===== src/rtl/dvp_gen.sv =====
// dvp_gen: DVP-style test-pattern video timing generator.
//
// Produces href / vsync / data / frame_start for a programmable raster.
// Timing parameters and the pattern selection are programmed through a
// simple word-addressed internal bus. They are copied into shadow registers
// at every frame start, so writes made mid-frame take effect on the next frame.
//
// Ports:
//   clk            pixel/system clock, rising edge
//   rst_n          asynchronous active-low reset
//   ibus_cs        bus select
//   ibus_wr        bus write strobe (qualified by ibus_cs)
//   ibus_addr_7_2  register word address
//   ibus_wrdata    write data
//   ibus_rddata    combinational read data (0 when not selected or unmapped)
//   href           line valid, polarity set by CTRL[1]
//   vsync          frame sync, polarity set by CTRL[2]
//   data           pixel data, 0 outside the active window
//   frame_start    one-clock pulse on the first output cycle of each frame
//
// Register map (word address):
//   0x0 CTRL      {pat[4:3], vsync_pol[2], href_pol[1], enable[0]}
//   0x1 STATUS    {busy[0]} (read-only)
//   0x2 H_TOTAL   [13:0]
//   0x3 H_ACTIVE  [13:0]
//   0x4 V_TOTAL   [13:0]
//   0x5 V_ACTIVE  [13:0]
//   0x6 H_BEGIN   [13:0]
//   0x7 {V_BEGIN[29:16], VS_WIDTH[13:0]}
//   0x8 FRAME_CNT [FCW-1:0] (read-only)
//   0x9 CONST     [DW-1:0]
// DW and FCW are expected to be at most 32.
module dvp_gen #(
    parameter int DW  = 8,
    parameter int FCW = 16
) (
    input  logic          clk,
    input  logic          rst_n,
    input  logic          ibus_cs,
    input  logic          ibus_wr,
    input  logic [5:0]    ibus_addr_7_2,
    input  logic [31:0]   ibus_wrdata,
    output logic [31:0]   ibus_rddata,
    output logic          href,
    output logic          vsync,
    output logic [DW-1:0] data,
    output logic          frame_start
);

    typedef enum logic {
        IDLE = 1'b0,
        RUN  = 1'b1
    } state_t;

    // Programmable registers
    logic [4:0]     ctrl;
    logic [13:0]    h_total, h_active, h_begin;
    logic [13:0]    v_total, v_active, v_begin, vs_width;
    logic [DW-1:0]  const_val;
    logic [FCW-1:0] frame_cnt;

    // Per-frame shadow copies
    logic [13:0]    sh_h_total, sh_h_active, sh_h_begin;
    logic [13:0]    sh_v_total, sh_v_active, sh_v_begin, sh_vs_width;
    logic [1:0]     sh_pat;
    logic [DW-1:0]  sh_const;

    state_t      state, state_nxt;
    logic [13:0] h_cnt_p0, v_cnt_p0, h_cnt_nxt, v_cnt_nxt;
    logic        load_shadow;
    logic        h_wrap, v_wrap;

    logic        hr_p0, vs_p0, fs_p0;
    logic [DW-1:0] pix_p0;
    logic [13:0] px_idx, ln_idx;
    logic [14:0] h_end, v_end;

    logic        wr_en;
    logic        unused_wrdata;

    assign wr_en         = ibus_cs & ibus_wr;
    assign unused_wrdata = &{1'b0, ibus_wrdata[31:30], ibus_wrdata[15:14]};

    function automatic logic [DW-1:0] pat_data(
        input logic [1:0]    pat,
        input logic [13:0]   px,
        input logic [13:0]   ln,
        input logic [DW-1:0] cst
    );
        logic [DW-1:0] r;
        case (pat)
            2'd0:    r = DW'(px);
            2'd1:    r = DW'(ln);
            2'd2:    r = cst;
            default: r = (px[3] ^ ln[3]) ? {DW{1'b1}} : {DW{1'b0}};
        endcase
        return r;
    endfunction

    // Register file and frame counter
    always_ff @(posedge clk or negedge rst_n) begin
        if (!rst_n) begin
            ctrl      <= 5'd0;
            h_total   <= 14'd16;
            h_active  <= 14'd8;
            h_begin   <= 14'd4;
            v_total   <= 14'd8;
            v_active  <= 14'd4;
            v_begin   <= 14'd2;
            vs_width  <= 14'd1;
            const_val <= '0;
            frame_cnt <= '0;
        end else begin
            if (wr_en) begin
                case (ibus_addr_7_2)
                    6'h0: ctrl     <= ibus_wrdata[4:0];
                    6'h2: h_total  <= ibus_wrdata[13:0];
                    6'h3: h_active <= ibus_wrdata[13:0];
                    6'h4: v_total  <= ibus_wrdata[13:0];
                    6'h5: v_active <= ibus_wrdata[13:0];
                    6'h6: h_begin  <= ibus_wrdata[13:0];
                    6'h7: begin
                        v_begin  <= ibus_wrdata[29:16];
                        vs_width <= ibus_wrdata[13:0];
                    end
                    6'h9: const_val <= ibus_wrdata[DW-1:0];
                    default: ;
                endcase
            end
            // Counted on the same edge that raises frame_start.
            if (fs_p0) frame_cnt <= frame_cnt + 1'b1;
        end
    end

    always_comb begin
        ibus_rddata = 32'd0;
        if (ibus_cs) begin
            case (ibus_addr_7_2)
                6'h0: ibus_rddata[4:0]     = ctrl;
                6'h1: ibus_rddata[0]       = (state == RUN);
                6'h2: ibus_rddata[13:0]    = h_total;
                6'h3: ibus_rddata[13:0]    = h_active;
                6'h4: ibus_rddata[13:0]    = v_total;
                6'h5: ibus_rddata[13:0]    = v_active;
                6'h6: ibus_rddata[13:0]    = h_begin;
                6'h7: begin
                    ibus_rddata[29:16] = v_begin;
                    ibus_rddata[13:0]  = vs_width;
                end
                6'h8: ibus_rddata[FCW-1:0] = frame_cnt;
                6'h9: ibus_rddata[DW-1:0]  = const_val;
                default: ;
            endcase
        end
    end

    // Stage p0: raster counters and state
    // A total of 0 gives 0-1 = 16383, i.e. a 16384-long period.
    assign h_wrap = (h_cnt_p0 == sh_h_total - 14'd1);
    assign v_wrap = (v_cnt_p0 == sh_v_total - 14'd1);

    always_comb begin
        state_nxt   = state;
        h_cnt_nxt   = h_cnt_p0;
        v_cnt_nxt   = v_cnt_p0;
        load_shadow = 1'b0;
        case (state)
            IDLE: begin
                h_cnt_nxt = 14'd0;
                v_cnt_nxt = 14'd0;
                if (ctrl[0]) begin
                    state_nxt   = RUN;
                    load_shadow = 1'b1;
                end
            end
            RUN: begin
                if (h_wrap) begin
                    h_cnt_nxt = 14'd0;
                    if (v_wrap) begin
                        // Frame boundary: enable is only looked at here, so a
                        // cleared enable lets the current frame finish.
                        v_cnt_nxt   = 14'd0;
                        load_shadow = 1'b1;
                        if (!ctrl[0]) state_nxt = IDLE;
                    end else begin
                        v_cnt_nxt = v_cnt_p0 + 14'd1;
                    end
                end else begin
                    h_cnt_nxt = h_cnt_p0 + 14'd1;
                end
            end
            default: state_nxt = IDLE;
        endcase
    end

    always_ff @(posedge clk or negedge rst_n) begin
        if (!rst_n) begin
            state    <= IDLE;
            h_cnt_p0 <= 14'd0;
            v_cnt_p0 <= 14'd0;
        end else begin
            state    <= state_nxt;
            h_cnt_p0 <= h_cnt_nxt;
            v_cnt_p0 <= v_cnt_nxt;
        end
    end

    always_ff @(posedge clk or negedge rst_n) begin
        if (!rst_n) begin
            sh_h_total  <= 14'd16;
            sh_h_active <= 14'd8;
            sh_h_begin  <= 14'd4;
            sh_v_total  <= 14'd8;
            sh_v_active <= 14'd4;
            sh_v_begin  <= 14'd2;
            sh_vs_width <= 14'd1;
            sh_pat      <= 2'd0;
            sh_const    <= '0;
        end else if (load_shadow) begin
            sh_h_total  <= h_total;
            sh_h_active <= h_active;
            sh_h_begin  <= h_begin;
            sh_v_total  <= v_total;
            sh_v_active <= v_active;
            sh_v_begin  <= v_begin;
            sh_vs_width <= vs_width;
            sh_pat      <= ctrl[4:3];
            sh_const    <= const_val;
        end
    end

    // Window ends are 15 bits wide so begin+active never wraps; anything
    // past the total is simply never reached by the counters.
    assign h_end  = {1'b0, sh_h_begin} + {1'b0, sh_h_active};
    assign v_end  = {1'b0, sh_v_begin} + {1'b0, sh_v_active};
    assign px_idx = h_cnt_p0 - sh_h_begin;
    assign ln_idx = v_cnt_p0 - sh_v_begin;

    assign hr_p0  = (state == RUN)
                 && (v_cnt_p0 >= sh_v_begin) && ({1'b0, v_cnt_p0} < v_end)
                 && (h_cnt_p0 >= sh_h_begin) && ({1'b0, h_cnt_p0} < h_end);
    assign vs_p0  = (state == RUN) && (v_cnt_p0 < sh_vs_width);
    assign fs_p0  = (state == RUN) && (h_cnt_p0 == 14'd0) && (v_cnt_p0 == 14'd0);
    assign pix_p0 = hr_p0 ? pat_data(sh_pat, px_idx, ln_idx, sh_const) : '0;

    // Stage p1: registered outputs, polarity applied from live CTRL
    always_ff @(posedge clk or negedge rst_n) begin
        if (!rst_n) begin
            href        <= 1'b0;
            vsync       <= 1'b0;
            data        <= '0;
            frame_start <= 1'b0;
        end else begin
            href        <= hr_p0 ^ ctrl[1];
            vsync       <= vs_p0 ^ ctrl[2];
            data        <= pix_p0;
            frame_start <= fs_p0;
        end
    end

endmodule


===== config.mk =====
export PLATFORM = sky130hd
export DESIGN_NAME = dvp_gen
export DESIGN_NICKNAME = d
export VERILOG_FILES = /design/src/rtl/dvp_gen.sv
export SDC_FILE = /design/constraint.sdc
export NUM_CORES = 1
export LEC_CHECK = 0
export CAP_MARGIN = 10
export CELL_PAD_IN_SITES_DETAIL_PLACEMENT = 1
export CELL_PAD_IN_SITES_GLOBAL_PLACEMENT = 1
export CORE_AREA = 2 2 259 261
export DETAILED_ROUTE_END_ITERATION = 10
export DIE_AREA = 0 0 261 263
export MAX_ROUTING_LAYER = met4
export PLACE_DENSITY = 0.46
export RECOVER_POWER = 25
export SYNTH_ARGS = -nofsm -noshare
export SYNTH_HDL_FRONTEND = slang
export SYNTH_SLANG_ARGS = --single-unit

===== constraint.sdc =====
create_clock -name clk -period 8.5 [get_ports clk]
set_input_delay 1.275 -clock clk [delete_from_list [all_inputs] [get_ports clk]]
set_output_delay 1.275 -clock clk [all_outputs]
set_load 0.01 [all_outputs]

* After elaboration in Yosys (flattened, before gate mapping)
Index checks and enable logic that the tools add are counted.
** Operators by class
- Muxes and demuxes :: 22
- Bitwise logic cells :: 5
- Multiply operators :: 0
- $lt $le $gt $ge :: 5
- Shift-type cells :: 0
- Add/subtract/negate cells :: 9
- Reductions and logical operators :: 19
- Equal/unequal tests :: 14
- Divide/modulo/power cells :: 0
** Operators with widths (count)
- 14-bit 2-to-1 mux :: 4
- 14-bit case mux with 2 select lines :: 2
- 6-bit case mux with 7 select lines :: 1
- 4-bit case mux with 9 select lines :: 1
- 14-bit by 14-bit adder with 15-bit output :: 2
- 14-bit by 15-bit less-than comparator with 1-bit output :: 2
- 30-bit 2-to-1 mux :: 1
- 14-bit by 1-bit adder with 14-bit output, second input constant :: 2
- 14-bit equality test :: 2
- 14-bit greater-or-equal comparator :: 2
- 14-bit zero test :: 2
- 14-bit by 1-bit subtractor with 14-bit output, second input constant :: 2
- 6-bit by 3-bit equality test with 1-bit output, second input constant :: 4
- 3-bit case mux with 8 select lines :: 1
- 8-bit case mux with 3 select lines :: 1
- 16-bit by 1-bit adder with 16-bit output, second input constant :: 1
- 8-bit 2-to-1 mux :: 2
- 2-bit AND reduction :: 8
- 8-bit subtractor :: 2
- 14-bit less-than comparator :: 1
- 6-bit by 2-bit equality test with 1-bit output, second input constant :: 2
- 6-bit by 4-bit equality test with 1-bit output, second input constant :: 2
- 1-bit case mux with 10 select lines :: 1
- 1-bit logical AND :: 7
- 12 further kinds :: 19
** Word-level totals
- Memories :: 0
- Register bits :: 275
- Memory bits (read-only) :: 0
- Input port bits :: 42
- Latch bits :: 0
- RAM bits :: 0
- Logic and storage cells :: 100

* Depth between registers and ports, before layout
Gate-level depths: netlist (run 1).
- Depth after elaboration :: 6
- Depth in mapped cells :: 17
- Mapped depth without buffers :: 17

* Worst setup path before layout (run 1)
No wires, ideal clock.
- Path type :: input port to output port
- From :: input port ibus_addr_7_2[3]
- To :: output port ibus_rddata[3]
- Required time :: 7.225 ns
- Setup slack :: 4.129 ns
- Stages on the path :: 6
- Data arrival time :: 3.096 ns
- Cells stage by stage :: clkbuf_1 -> nor4b_1 -> nand2_1 -> nor2_1 -> a22oi_1 -> a21oi_1
** On the way
- Longest elaborated chain between the ends :: 3
- Elaborated cells between the ends (all ways) :: 11
- Classes of those cells :: 8 x eq/ne; 2 x mux; 1 x reduce/logical
** RTL lines
- from (decl) :: line 41 : input logic [5:0] ibus_addr_7_2,
- 6-bit by 4-bit equality test with 1-bit output, or another cell as far along :: line 138 : case (ibus_addr_7_2)
- 4-bit case mux with 9 select lines (*) :: line 138
- 30-bit 2-to-1 mux (*) :: line 137 : if (ibus_cs) begin
- to (decl) :: line 43 : output logic [31:0] ibus_rddata,
Every way passes the cells marked *; elsewhere a longest branch is shown, timed or not.

* Worst setup path in the final report (run 1)
- From :: input port ibus_addr_7_2[1]
- To :: output port ibus_rddata[0]
** On the way
- Longest elaborated chain between the ends :: 3
- Elaborated cells between the ends (all ways) :: 12
- Classes of those cells :: 9 x eq/ne; 2 x mux; 1 x reduce/logical
** RTL lines (line)
- 6-bit by 4-bit equality test with 1-bit output, or another cell as far along :: 138
- 1-bit case mux with 10 select lines (*) :: 138
- 30-bit 2-to-1 mux (*) :: 137
Marks and branches as above.

==> results of run 1 <==
## cell usage in the layout (no fill, tap or decap), types with 7 or more instances in the layout
cell type	synthesis	final
nor2b_1	11	11
nand2b_1	12	12
o21ai_0	43	43
a211oi_1	10	10
clkbuf_16	0	37
nand4_1	37	37
a221oi_1	15	15
xnor2_1	56	56
mux2_1	20	20
ha_1	102	102
inv_1	67	67
nor4_1	18	18
a31oi_1	7	7
dfstp_2	14	14
buf_4	10	17
mux2_2	213	213
and3_1	29	29
a21o_1	19	19
mux2i_1	21	21
a22oi_1	15	15
nor2_1	65	64
nand2_1	71	71
nand3b_1	11	11
clkdlybuf4s50_1	0	76
a21oi_1	44	44
o211ai_1	18	18
clkbuf_1	43	15
dfrtp_1	261	261
nor3_1	48	44
xor2_1	36	36
nand3_1	36	36
## metrics by stage
stage / hold slack [ns] / utilization, % / setup WS, ns / std cells / cell area [µm²]
after floorplan: 0.4380 / - / 4.129 / 1495 / 16320
after global placement: 0.4583 / 27.49 / 2.595 / 2387 / 18040
after detailed placement: 0.4729 / 27.49 / 2.602 / 2387 / 18040
after global routing: 0.4941 / 29.28 / 2.004 / 2454 / 19220
final: 0.4812 / 29.28 / 2.589 / 2454 / 19220
after CTS: 0.4849 / 29.27 / 2.581 / 2452 / 19210
## final cells by class
class	instances	area (µm²)	area share, %
inverter	67	251.5	1.309
timing repair buffer	99	944.7	4.915
clock buffer	57	1061	5.521
sequential	275	6899	35.90
clock inverter	8	105.1	0.5469
multi-input combinational	1084	8876	46.18
tap	864	1081	5.625
## logic make-up after synthesis
logic type / Yosys count / share of synthesized area, %
AOI/OAI and AO/OA: 243 / 10.43
xor gates and xnor gates: 92 / 4.939
adders and majority gates: 106 / 8.313
buffers and inverters: 136 / 3.551
DFF: 275 / 42.29
muxes: 255 / 17.51
other: 1 / 0.02298
and+or+nand+nor: 386 / 12.95
## path summary, 6_finish.rpt
kind | from | to | slack, ns | depth (start not counted)
max | ibus_addr_7_2[1] | ibus_rddata[0] | 2.59 | 7
min | frame_cnt[15] | frame_cnt[15] | 0.48 | 1
max reg2reg | sh_v_begin[0] | data[5] | 3.60 | 15
min reg2reg | frame_cnt[15] | frame_cnt[15] | 0.48 | 1
max in group asynchronous | rst_n | sh_vs_width[10] | 2.97 | 2
min in group asynchronous | rst_n | v_begin[5] | 2.21 | 1
## layer usage
layer | track usage [%] | routed length, µm | vias up
met3 | 2.109 | 1307 | 56
met2 | 24.91 | 24900 | 166
li1 | - | - | 5685
met5 | - | 0 | -
met4 | 4.115 | 1187 | 0
met1 | 24.08 | 28160 | 6277
## where the power goes
part / switching (mW) / leakage [nW] / internal (mW)
Clock: 0.618 / 0.568 / 0.894
Sequential: 0.117 / 3.73 / 1.39
Combinational: 0.316 / 4.33 / 0.243
Total: 1.05 / 8.63 / 2.52
## worst register-to-register path: stages, from the launching register on
cell and delay, ns:
dfrtp_1 0.51, ha_1 0.29, fa_1 0.43, a211oi_1 0.31, nor2_1 0.12, o31ai_1 0.53
o21ai_0 0.23, o21ai_0 0.20, nand2b_1 0.10, xnor2_1 0.14, ha_1 0.20, nor3_1 0.28
o21ai_0 0.18, o31ai_1 0.58, o2111a_1 0.46, o311a_1 0.27
==> flow_summary_export.csv, run 1 <==
group,metric,value,unit
min_path,hp-class,"register to register",
cts,cts-root-buf,"clkbuf_16",
synth,synth_edf_count,0,
finish,area_growth,17.79,%
timing,timing.final.crit_share,69.55,%
synth,yosys-top-cells-count,"dfrtp_1, mux2_2, ha_1",
synth,synthArstFlopShare,100.0,%
floorplan,start_util,24.86,%
finish,drive_gt1_share,20.75,%
critical_path,critPathKind,"input pin to primary output",
critical_path,cp_num_buf_inv,3,
detailed_routing,post_drt_wl_per_cell,22.64,µm
cts,cts.repair.resized,0,
critical_path,crit_fanout,18,
timing,fin_crit,5.911,ns
finish,fin_nets,1712,
critical_path,start_kind,"input pin",
cts,path_clk_slew,0.06,ns
finish,fillCellCount,7328,
synth,netlist_instances,1494,
finish,largest_reg_flops,16,
synth,syn_area,16320,µm²
timing,worst_pin_slew,4.169,ns
synth,ys_seq_area_share,42.29,%
cts,cts_buffers,37,
timing,finalHoldViolations,0,
power,peakVddDrop,0.1155,mV
timing,setup_viol,0,
power,p_leak,8.627,nW
cts,insertion_delay,0.56,ns
floorplan,num_io_pins,85,
detailed_routing,drc,0,
critical_path,arrival,4.64,ns
synth,ys_types,75,
timing,fmax,0.1692,GHz
outcome,violations,"capacitance limit, slew limit",
global_routing,grt_pass1_vias,12690,
synth,synth_top_area_share,40.03,%
floorplan,die_x,261,µm
timing,fin_skew,0.02594,ns
cts,clockBufferDepth,3,
critical_path,required,7.22,ns
floorplan,core_area,65630,µm²
place,dpl.hpwl,41490,µm
detailed_routing,viasPerCell,4.965,
cts,cts_setup_buffers,0,
global_routing,grt_antenna_before_repair,1,
critical_path,critPathMaxStageDelay,1.02,ns
detailed_routing,drtAntennaViolNets,0,
floorplan,placementRows,94,
critical_path,crit_path_cell_trace,"clkdlybuf4s50_1 -> buf_4 -> nand2_1 -> o21ai_0 -> a221oi_1 -> a21boi_0 -> clkdlybuf4s50_1",
critical_path,path_delay_family,"buffers and inverters",
detailed_routing,routed_wl,55550,µm
critical_path,crit_slowest_cell,"clkdlybuf4s50_1",
critical_path,cpMostUsedCell,"clkdlybuf4s50_1",
power,power.total,3.573,mW
cts,cts_tree,"yes",
critical_path,cp-end-kind,"primary output",
synth,avgSynthCellArea,10.92,µm²
cts,h-tree-depth,2,
global_routing,grt_util_all_layers,16.78,%
global_routing,grt_max_degree,140,
cts,ctsHoldBuffers,0,
finish,antennaDiodeCount,0,
place,place_congestion,0.8331,
synth,synth.area.top_cells,"dfrtp_1, mux2_2, ha_1, xnor2_1, dfstp_2",
synth,synth.yosys.warnings,0,
detailed_routing,first_pass_iters,7,
power,p_per_area,185.9,nW/µm²
global_routing,gr-total-overflow,0,
timing,slew_viol_final,139,
timing,rsz0062_at_grt,"false",
cts,cts.sinks,275,
place,numPortBuffers,78,
timing,slew_headroom,-177.9,%
floorplan,die_h,263,µm
global_routing,grt_pass1_wl,84080,µm
synth,ys.flop_type,"dfrtp_1",
floorplan,die_area,68640,µm²
synth,yosys.cell_count.top_type,"dfrtp_1",
detailed_routing,drt-initial-drc-count,560,
finish,top_register,"frame_cnt",
timing,fin_setup_tns,0,ns
outcome,status,"finished, violations left",
synth,ys_ff_latch,275,
detailed_routing,vias,12180,
job,drv_cap,2,
synth,yosys.area.top_type,"dfrtp_1",
(Power assumes the default switching activity.)
==> inputs of run 2 (changes only) <==
==> constraint.sdc (replaced) <==
create_clock -name clk -period 6.1 [get_ports clk]
set_input_delay 0.915 -clock clk [delete_from_list [all_inputs] [get_ports clk]]
set_output_delay 0.915 -clock clk [all_outputs]
set_load 0.01 [all_outputs]
==> flow_summary_export.csv, run 2 (synthesis results as in run 1) <==
group,metric,value,unit
timing,worst_pin_slew,2.984,ns
timing,slew_headroom,-98.91,%
cts,insertion_delay,0.55,ns
floorplan,die_h,263,µm
detailed_routing,drc,0,
place,dpl.hpwl,41870,µm
detailed_routing,first_pass_iters,5,
global_routing,grt_util_all_layers,16.84,%
cts,h-tree-depth,2,
min_path,holdPathStages,1,
global_routing,use_met2,25.11,%
floorplan,die_x,261,µm
critical_path,required,5.18,ns
timing,setup_viol,0,
finish,top_register,"frame_cnt",
cts,cts_buffers,36,
min_path,hp-class,"register to register",
place,numPortBuffers,78,
timing,finalHoldViolations,0,
outcome,violations,"capacitance limit, slew limit",
timing,fin_setup_tns,0,ns
finish,largest_reg_flops,16,
timing,slew_viol_final,174,
floorplan,die_area,68640,µm²
global_routing,grtUsageMet3,2.243,%
detailed_routing,vias,12220,
critical_path,arrival,3.98,ns
global_routing,grt_max_degree,123,
timing,fin_skew,0.01472,ns
global_routing,busiest_layer,"met2",
floorplan,core_area,65630,µm²
detailed_routing,drtAntennaViolNets,0,
global_routing,met1_usage,23.94,%
critical_path,crit_fanout,10,
cts,cts-root-buf,"clkbuf_16",
timing,timing.final.crit_share,80.17,%
global_routing,gr-total-overflow,0,
finish,drive_gt1_share,20.91,%
place,place_congestion,0.8076,
finish,final_cell_mix,"dfrtp_1, mux2_2, ha_1",
floorplan,num_io_pins,85,
critical_path,critPathKind,"input pin to primary output",
global_routing,grt_pass1_wl,84650,µm
detailed_routing,post_drt_wl_per_cell,22.62,µm
cts,path_clk_slew,0.06,ns
detailed_routing,viasPerCell,4.981,
cts,ctsHoldBuffers,0,
timing,rsz0062_at_grt,"false",
power,p_per_area,259.0,nW/µm²
floorplan,start_util,24.86,%
floorplan,placementRows,94,
job,drv_cap,2,
power,peakVddDrop,0.1818,mV
power,power.total,4.976,mW
cts,cts_setup_buffers,0,
outcome,status,"finished, violations left",
cts,cts.sinks,275,
finish,area_growth,17.73,%
timing,fin_crit,4.890,ns
detailed_routing,routed_wl,55480,µm
power,p_leak,8.621,nW
critical_path,reg2reg_depth,16,
timing,fmax,0.2045,GHz
finish,layout_commonest_cell,"dfrtp_1",
finish,fin_nets,1711,
cts,clockBufferDepth,3,
detailed_routing,drt-initial-drc-count,638,
cts,cts_tree,"yes",
global_routing,grt_antenna_before_repair,2,
global_routing,grt_pass1_vias,12980,
cts,cts.repair.resized,0,
critical_path,cp-end-kind,"primary output",
critical_path,start_kind,"input pin",
-- run 2: changes by cell type in the layout (fill, tap and decap cells not counted), sizes merged --
cell / before / now
inv: 67 / 68
bufinv: 1 / 2
clkinvlp: 0 / 2
clkinv: 7 / 6
diode: 0 / 1
clkbuf: 60 / 55
-- run 2: per-layer routing --
metal  part of all wire (%)  vias to the layer above  wire length (µm)
met5                      0                        -                 0
met2                     44                      161             24610
met4                    2.3                        0              1295
li1                       -                     5677                 -
met3                    2.7                       77              1508
met1                     51                     6303             28060
-- run 2: path summary, 6_finish.rpt --
check	to	slack [ns]	from
setup / recovery	ibus_rddata[6]	1.21	ibus_addr_7_2[3]
hold / removal	frame_cnt[15]	0.47	frame_cnt[15]
setup reg to reg	data[0]	1.54	sh_v_begin[0]
hold reg to reg	frame_cnt[15]	0.47	frame_cnt[15]
max in group asynchronous	frame_cnt[15]	1.59	rst_n
min in group asynchronous	v_cnt_p0[10]	1.33	rst_n
-- run 2: per-stage QoR --
step / util (%) / std cells / hold WS (ns) / setup slack [ns] / area (µm²)
floorplan: - / 1495 / 0.4380 / 2.449 / 16320
global placement: 27.51 / 2387 / 0.4574 / 1.263 / 18050
detailed placement: 27.51 / 2387 / 0.4636 / 1.175 / 18050
CTS: 29.28 / 2450 / 0.2708 / 1.188 / 19210
global route: 29.26 / 2452 / 0.5066 / 0.7375 / 19210
finish: 29.27 / 2453 / 0.4749 / 1.210 / 19210
-- run 2: layout make-up --
| cell class | instances | area (µm²) |
|---|---|---|
| Timing Repair Buffer | 99 | 940.9 |
| Multi-Input combinational cell | 1084 | 8874 |
| Clock inverter | 11 | 128.9 |
| Tap cell | 864 | 1081 |
| Inverter | 67 | 251.5 |
| Antenna cell | 1 | 2.502 |
| Fill cell | 7347 | 46420 |
| Clock buffer | 52 | 1031 |
| Sequential cell | 275 | 6899 |
-- run 2: power by group --
group          switching [mW]  internal (mW)
registers               0.165           1.93
logic                   0.426          0.338
clock network           0.854           1.26
-- run 2: critical path, cell delays in order --
cell,delay [ns]
clkdlybuf4s50_1,0.57
nor4b_1,0.37
buf_4,0.23
nand2_1,0.10
nor2_1,0.67
a21oi_1,0.21
a21oi_1,0.29
clkdlybuf4s50_1,0.60
==> inputs of run 3 (changes only) <==
--- a/config.mk
+++ b/config.mk
@@ -12,7 +12,7 @@
 export DETAILED_ROUTE_END_ITERATION = 10
 export DIE_AREA = 0 0 261 263
 export MAX_ROUTING_LAYER = met4
-export PLACE_DENSITY = 0.46
+export PLACE_DENSITY = 0.47
 export RECOVER_POWER = 25
 export SYNTH_ARGS = -nofsm -noshare
 export SYNTH_HDL_FRONTEND = slang
==> constraint.sdc (replaced) <==
create_clock -name clk -period 4.3 [get_ports clk]
set_input_delay 0.645 -clock clk [delete_from_list [all_inputs] [get_ports clk]]
set_output_delay 0.645 -clock clk [all_outputs]
set_load 0.01 [all_outputs]
==> flow_summary_export.csv, run 3 (synthesis results as in run 1) <==
group,metric,value,unit
detailed_routing,viasPerCell,4.984,
floorplan,die_area,68640,µm²
power,peakVddDrop,0.2098,mV
cts,cts_tree,"yes",
finish,largest_reg_flops,16,
critical_path,crit_slowest_cell,"clkdlybuf4s50_1",
floorplan,die_x,261,µm
critical_path,crit_fanout,10,
place,numPortBuffers,78,
timing,worst_pin_slew,2.854,ns
power,p_per_area,360.7,nW/µm²
finish,drive_gt1_share,22.50,%
global_routing,grt_max_degree,98,
place,placed_cell_area,18330,µm²
floorplan,placementRows,94,
timing,fmax,0.2498,GHz
job,drv_cap,1,
detailed_routing,vias,12390,
min_path,hp-class,"register to register",
cts,insertion_delay,0.55,ns
global_routing,grt_antenna_before_repair,2,
cts,cts.sinks,275,
timing,slew_viol_final,96,
timing,rsz0062_at_grt,"false",
timing,finalHoldViolations,0,
floorplan,start_util,24.86,%
critical_path,cpMostUsedCell,"clkdlybuf4s50_1",
timing,timing.final.crit_share,93.11,%
critical_path,critPathMaxStageDelay,0.62,ns
floorplan,die_h,263,µm
power,power.total,7.035,mW
place,preCtsSetupSlack,-0.04294,ns
global_routing,gr-total-overflow,0,
finish,top_register,"frame_cnt",
finish,layout_commonest_cell,"dfrtp_1",
detailed_routing,drt-initial-drc-count,629,
detailed_routing,first_pass_iters,4,
critical_path,required,3.65,ns
floorplan,num_io_pins,85,
cts,ctsHoldBuffers,0,
timing,fin_crit,4.004,ns
cts,cts-root-buf,"clkbuf_16",
power,p_leak,8.786,nW
global_routing,grt_util_all_layers,16.89,%
finish,area_growth,19.54,%
critical_path,crit_path_cell_trace,"clkdlybuf4s50_1 -> nor4_1 -> buf_4 -> nand2_1 -> o21ai_0 -> a221oi_1 -> a21boi_0 -> clkdlybuf4s50_1",
cts,path_clk_slew,0.05,ns
detailed_routing,post_drt_wl_per_cell,22.52,µm
critical_path,cp-end-kind,"primary output",
finish,final_area,19500,µm²
timing,slew_headroom,-90.26,%
critical_path,start_kind,"input pin",
timing,setup_slack,0.2962,ns
timing,fin_skew,0.01543,ns
critical_path,critPathKind,"input pin to primary output",
timing,hold_slack,0.4853,ns
outcome,status,"finished, violations left",
finish,final_cell_mix,"dfrtp_1, mux2_2, ha_1",
critical_path,arrival,3.36,ns
outcome,violations,"capacitance limit, slew limit",
place,place_congestion,0.8055,
cts,clockBufferDepth,3,
global_routing,grt_pass1_vias,12920,
cts,h-tree-depth,2,
cts,cts_buffers,35,
detailed_routing,drtAntennaViolNets,0,
floorplan,core_area,65630,µm²
timing,setup_viol,0,
detailed_routing,drc,0,
detailed_routing,routed_wl,55960,µm
finish,fin_nets,1740,
place,dpl.hpwl,42570,µm
global_routing,grt_pass1_wl,84750,µm
==> run 3: repair_timing <==
| item | CTS | global route |
|---|---|---|
| pin swaps | 1 | 2 |
| buffers inserted | 0 | 0 |
| setup endpoints to repair | 7 | 9 |
| gates resized for setup | 2 | 8 |
==> run 3: worst paths after layout <==
| path | startpoint | to | slack, ns | cells past startpoint |
|---|---|---|---|---|
| worst max register to register | sh_h_active[0] | data[1] | 0.30 | 17 |
| min in group asynchronous | rst_n | v_begin[3] | 1.00 | 1 |
| max in group asynchronous | rst_n | h_cnt_p0[10] | 1.63 | 1 |
| worst min register to register | frame_cnt[15] | frame_cnt[15] | 0.49 | 1 |
| worst max-delay path | ibus_addr_7_2[3] | ibus_rddata[0] | 0.30 | 8 |
| worst min-delay path | frame_cnt[15] | frame_cnt[15] | 0.49 | 1 |
==> run 3: cell type report <==
class	instances	area [µm²]
Fill cell	7339	46120
Clock buffer	57	1040
Inverter	67	251.5
Multi-Input combinational cell	1084	8899
Timing Repair Buffer	129	1229
Sequential cell	275	6899
Clock inverter	6	97.59
Tap cell	864	1081
Antenna cell	3	7.507
==> run 3: power breakdown <==
group / leakage [nW] / internal [mW] / total [mW] / switching [mW]
combinational: 4.51 / 0.490 / 1.09 / 0.597
clock: 0.548 / 1.78 / 2.97 / 1.19
sequential: 3.73 / 2.74 / 2.98 / 0.242
total: 8.79 / 5.01 / 7.04 / 2.03
==> run 3: per-layer routing <==
layer  up-vias  global-route usage (%)  wire length (µm)
met5         -                       -                 0
met3        72                   2.022              1639
met1      6385                   23.91             27920
met4         0                   4.484              1231
met2       188                   25.39             25160
li1       5741                       -                 -
==> run 3: per-stage QoR <==
step           TNS [ns]  std cells  utilization (%)
2_1_floorplan         0       1495                -
3_3_place_gp          0       2419            27.92
3_5_place_dp    -0.2039       2419            27.92
4_1_cts               0       2482            29.67
5_1_grt               0       2482            29.71
6_report              0       2485            29.72
==> run 3: worst max-delay path: cells and delay by family <==
kind	cells	cell delay [ns]
buffers and inverters	3	1.40
AND/OR/NAND/NOR	2	0.61
AO/OA/AOI/OAI	3	0.69
